$ cat src/rtl/fifo_write_arbiter_pkg.sv
// Shared types and width helpers for the FIFO write-port arbiter and its
// round-robin picker.
package fifo_arb_pkg;

    typedef enum logic [0:0] {
        ST_IDLE  = 1'b0,
        ST_BURST = 1'b1
    } state_t;

    // A single requester still needs a one-bit id field.
    function automatic int id_width(input int num_req);
        return (num_req > 1) ? $clog2(num_req) : 1;
    endfunction

    function automatic int cnt_width(input int max_burst);
        return $clog2(max_burst + 1);
    endfunction

endpackage

$ cat src/rtl/fifo_write_arbiter_rr_picker.sv
// Combinational round-robin search: first set req bit strictly after 'last',
// wrapping modulo NUM_REQ (which need not be a power of two).
module rr_picker #(
    parameter int NUM_REQ = 4,
    parameter int ID_W    = 2
) (
    input  logic [NUM_REQ-1:0] req,
    input  logic [ID_W-1:0]    last,
    output logic               found,
    output logic [ID_W-1:0]    next_id
);

    logic [ID_W-1:0] idx_s;
    logic            hit_s;

    // Scan last+1 .. last+NUM_REQ; 'last' itself is checked last.
    always_comb begin
        found   = 1'b0;
        next_id = last;
        idx_s   = '0;
        hit_s   = 1'b0;
        for (int i = 1; i <= NUM_REQ; i++) begin
            idx_s   = ID_W'((int'(last) + i) % NUM_REQ);
            hit_s   = ~found & req[idx_s];
            next_id = hit_s ? idx_s : next_id;
            found   = found | hit_s;
        end
    end

endmodule

$ cat src/rtl/fifo_write_arbiter.sv
// Round-robin arbiter sharing the async FIFO write port between NUM_REQ
// requesters, granting bounded bursts and never writing while full.
module fifo_write_arbiter
    import fifo_arb_pkg::*;
#(
    parameter int  NUM_REQ    = 4,
    parameter int  DATA_WIDTH = 8,
    parameter int  MAX_BURST  = 4,
    localparam int ID_W       = id_width(NUM_REQ)
) (
    input  logic                          wclk,
    input  logic                          wrst_n,
    input  logic [NUM_REQ-1:0]            req,
    input  logic [NUM_REQ*DATA_WIDTH-1:0] req_data,
    input  logic                          full,
    output logic [NUM_REQ-1:0]            ack,
    output logic                          w_en,
    output logic [DATA_WIDTH-1:0]         data_in,
    output logic [ID_W-1:0]               grant_id,
    output logic                          busy
);

    localparam int                CNT_W     = cnt_width(MAX_BURST);
    localparam logic [CNT_W-1:0]  LAST_BEAT = CNT_W'(MAX_BURST - 1);
    localparam logic [ID_W-1:0]   LAST_INIT = ID_W'(NUM_REQ - 1);
    localparam logic [NUM_REQ-1:0] ACK_ONE  = {{(NUM_REQ-1){1'b0}}, 1'b1};

    state_t                state_r;
    logic [ID_W-1:0]       grant_id_r;
    logic [ID_W-1:0]       last_r;
    logic [CNT_W-1:0]      burst_cnt_r;

    logic                  found_s;
    logic [ID_W-1:0]       next_id_s;
    logic                  busy_s;
    logic                  req_g_s;
    logic                  w_en_s;
    logic [DATA_WIDTH-1:0] sel_data_s;

    rr_picker #(
        .NUM_REQ (NUM_REQ),
        .ID_W    (ID_W)
    ) u_picker (
        .req     (req),
        .last    (last_r),
        .found   (found_s),
        .next_id (next_id_s)
    );

    // Granted requester's valid/data mux and the full-gated write strobe.
    always_comb begin
        busy_s     = (state_r == ST_BURST);
        req_g_s    = 1'b0;
        sel_data_s = '0;
        for (int i = 0; i < NUM_REQ; i++) begin
            req_g_s    = (grant_id_r == ID_W'(i)) ? req[i] : req_g_s;
            sel_data_s = (grant_id_r == ID_W'(i)) ? req_data[i*DATA_WIDTH +: DATA_WIDTH] : sel_data_s;
        end
        w_en_s = busy_s & req_g_s & ~full;
    end

    // Write strobe is combinational so a rising 'full' blocks the write in the same cycle.
    assign w_en     = w_en_s;
    assign ack      = w_en_s ? (ACK_ONE << grant_id_r) : '0;
    assign data_in  = w_en_s ? sel_data_s : '0;
    assign grant_id = grant_id_r;
    assign busy     = busy_s;

    // Arbitration FSM: one arbitration cycle in IDLE, then a burst of up to MAX_BURST words.
    always_ff @(posedge wclk or negedge wrst_n) begin
        if (!wrst_n) begin
            state_r     <= ST_IDLE;
            grant_id_r  <= '0;
            last_r      <= LAST_INIT;
            burst_cnt_r <= '0;
        end else begin
            case (state_r)
                ST_IDLE: begin
                    if (found_s) begin
                        grant_id_r  <= next_id_s;
                        burst_cnt_r <= '0;
                        state_r     <= ST_BURST;
                    end else begin
                        state_r     <= ST_IDLE;
                    end
                end
                ST_BURST: begin
                    if (!req_g_s) begin
                        state_r <= ST_IDLE;
                        last_r  <= grant_id_r;
                    end else if (w_en_s) begin
                        burst_cnt_r <= burst_cnt_r + CNT_W'(1);
                        if (burst_cnt_r == LAST_BEAT) begin
                            state_r <= ST_IDLE;
                            last_r  <= grant_id_r;
                        end else begin
                            state_r <= ST_BURST;
                        end
                    end else begin
                        // Stalled on full: hold grant and count.
                        state_r <= ST_BURST;
                    end
                end
                default: begin
                    state_r <= ST_IDLE;
                end
            endcase
        end
    end

endmodule
$ cat config.mk
export PLATFORM = sky130hd
export DESIGN_NAME = fifo_write_arbiter
export DESIGN_NICKNAME = d
export VERILOG_FILES = /design/src/rtl/fifo_write_arbiter_pkg.sv /design/src/rtl/fifo_write_arbiter_rr_picker.sv /design/src/rtl/fifo_write_arbiter.sv
export SDC_FILE = /design/constraint.sdc
export NUM_CORES = 1
export LEC_CHECK = 0
export ABC_AREA = 1
export ABC_CLOCK_PERIOD_IN_PS = 2500
export CAP_MARGIN = 10
export CORE_UTILIZATION = 40
export DETAILED_ROUTE_END_ITERATION = 8
export HOLD_SLACK_MARGIN = 0.03
export PLACE_DENSITY = 0.87
export SYNTH_ARGS = -nofsm -noshare
export SYNTH_HDL_FRONTEND = slang
export SYNTH_SLANG_ARGS = --single-unit
$ cat constraint.sdc
create_clock -name wclk -period 2.5 [get_ports wclk]
set_input_delay 0.5 -clock wclk [delete_from_list [all_inputs] [get_ports wclk]]
set_output_delay 0.5 -clock wclk [all_outputs]
set_load 0.01 [all_outputs]
==> results.tsv <==
metric	value	unit
status	completed	
die height	50.4	um
Non-Filler Instances	263	
average vias per placed instance	5.00	
CTS tree	done	
WP data required	2000	ps
endpoints failing hold	0	
routed len/inst	12.2	um
Worst Skew	6.37	ps
Final Max Tran Viols	0	
Worst Setup Start Kind	input port	
PortBufs	54	
share of layout cells above drive strength 1	17.0	%
Nets	278	
Tightest Pin Transition	438	ps
Critical path buffers and inverters	3	
first-pass GRT wire length	5.13	mm
insertion delay to the later sink of the worst-skew pair	260	ps
post-route ant nets	0	
Mapped Area	936	sq um
Initial Util	42.3	%
Worst EP arrival	1920	ps
min Tclk post-route	2420	ps
Ant. Diodes	0	
critical path's largest stage delay	500	ps
Clock transition at path regs	50	ps
initial DRC count	39	
Max Fclk	413	MHz
total grt overflow	0	
worst rel slew slack	70.5	%
Post-Syn Instances	166	
GRT met2 Usage	47.8	%
# DRC	0	
CP max FO	7	
Seq/Total Area, Yosys	21.7	%
busiest grt layer	met2	
Crit path max-delay family	buffers and inverters	
initial antenna violation count	0	
met3 Usage GRT	5.76	%
Num CTS Buffers	3	
clock power share	6.2	%
met1 usage in global routing	29.3	%
maximum VDD drop	0.635	mV
overall routed net length	3.21	mm
crit path cell chain	clkdlybuf4s50_1 -> o21ai_2 -> o21ai_4 -> buf_4 -> nand3_4 -> nor2_2 -> dlygate4sd2_1	
PwrDens	993	nW/um^2
sw frac	50.1	%
internal power	0.814	mW
Die W	50.4	um
Mapped Nets	207	
clock sinks	8	
HP Class	reg -> reg	
worst hold-check slack	506	ps
leakage power	0.840	nW
WS Path Type	in -> out	
Rows	17	
final setup vio count	0	
Util after Layout	74.3	%
root buf cell	clkbuf_4	
RSZ-0062 raised after global routing	no	
Seq cells post-synth	8	
Yosys cell types	24	
Psw	0.818	mW
vias in the first global route	1239	
Synth Warn #	0	
buffer depth of the longest clock path	2	
leading area contributor after synthesis	nand2_1	
dpl hpwl	2.37	mm
largest net degree at the start of global routing	14	
slowest cell on the critical path	clkdlybuf4s50_1	
Mean Syn Cell Area	5.64	sq um
core area	2210	sq um
Fin Setup TNS	0	ps
IO Count	55	
Initial DRT Pass Iterations	4	
max-cap viol count	0	
RePlAce Congestion	0.796	
Flop pwr share	18.9	%
most frequent cells in the layout	nand2_1 (63), clkdlybuf4s50_1 (39), o21ai_0 (20)	
Combinational Power Share	74.9	%
H-tree depth	1	
leading cell type in the layout, fill and taps excluded	nand2_1	
largest cells by area after synthesis	nand2_1 (25%), dfrtp_1 (16%), o21ai_0 (11%)	
period utilization	97.0	%
gr usage total	26.0	%
cell total after placement	254	
total vias in the final route	1314	
share of the synthesized area in the top cell type	25.3	%
CP endpoint kind	primary output	
die area	2540	sq um
Area growth syn-to-layout	75.5	%
Power Total	1.63	mW
==> logic make-up (layout without fill, tap and decap cells) <==
kind of cell | Yosys count | count (layout) | share of synthesized area (%)
buf+inv | 25 | 93 | 12.4
fa+ha+maj | 2 | 2 | 2.67
compound gates | 32 | 32 | 18.9
simple gates | 99 | 100 | 44.4
flops | 8 | 8 | 21.7
==> synth_stat cells (all sizes together) <==
library cell / instances
or2: 2
a21oi: 6
nor2: 17
o31ai: 1
ha: 2
o21ai: 22
dfrtp: 6
nand2: 65
o211ai: 2
buf: 6
inv: 18
clkbuf: 1
nand3: 15
o22ai: 1
dfstp: 2
==> repair_timing <==
item | in CTS | in global routing
hold buffers | 0 | 0
endpoints found under the setup margin | 13 | 13
resized for setup | 34 | 8
buffers inserted | 4 | 1
hold endpoints to repair | 0 | 0
cloned | 1 | 0
pin swaps | 2 | 1
==> worst paths after layout <==
check	slack, ps	from	depth (start not counted)	to
worst max-delay path	80	req[1]	7	data_in[6]
worst min-delay path	510	burst_cnt_r[2]$_DFFE_PN0P_	2	burst_cnt_r[2]$_DFFE_PN0P_
worst max register to register	770	grant_id[1]$_DFFE_PN0P_	10	burst_cnt_r[0]$_DFFE_PN0P_
worst min register to register	510	burst_cnt_r[2]$_DFFE_PN0P_	2	burst_cnt_r[2]$_DFFE_PN0P_
max in group asynchronous	1680	wrst_n	1	last_r[1]$_DFFE_PN1P_
min in group asynchronous	520	wrst_n	1	grant_id[0]$_DFFE_PN0P_
==> per-stage QoR <==
step | setup slack, ps | area (sq um)
detailed placement | -275 | 1560
global placement | -197 | 1560
global route | 6.72 | 1640
CTS | -67.2 | 1620
floorplan | 656 | 936
finish | 76.2 | 1640
==> worst reg2reg max path: stages, from the launching register on <==
cell     delay, ps
dfrtp_1        480
inv_1          110
nor2_1          50
nand2_1         70
nand2_1         70
o21ai_4        160
buf_4          150
nand3_4        120
buf_4          190
or2_0          190
nand2_1         70
==> layout make-up <==
| class | count | area [sq um] |
|---|---|---|
| Fill cell | 185 | 569 |
| Clock buffer | 3 | 22.5 |
| Sequential cell | 8 | 203 |
| Multi-Input combinational cell | 134 | 646 |
| Inverter | 18 | 67.6 |
| Tap cell | 28 | 35.0 |
| Timing Repair Buffer | 72 | 669 |
==> power groups by stage <==
stage	registers (mW)	logic [mW]	clock network [mW]
final	0.309	1.22	0.101
after global routing	0.319	1.37	0.106
after CTS	0.305	1.18	0.100
after detailed placement	0.301	1.11	0
after global placement	0.296	1.07	0
after floorplan	0.252	0.745	0
==> routing by layer <==
| layer | part of all wire (%) | vias up |
|---|---|---|
| met5 | 0 | - |
| met4 | 1.3 | 0 |
| met3 | 9.5 | 4 |
| met2 | 47 | 63 |
| met1 | 42 | 576 |
| li1 | - | 671 |
==> state kept, by name (all words and copies together) (netlist names) <==
signal / cells
last_r: 2
burst_cnt_r: 3
busy: 1
grant_id: 2
No activity file was read; power rests on OpenSTA's default activity.
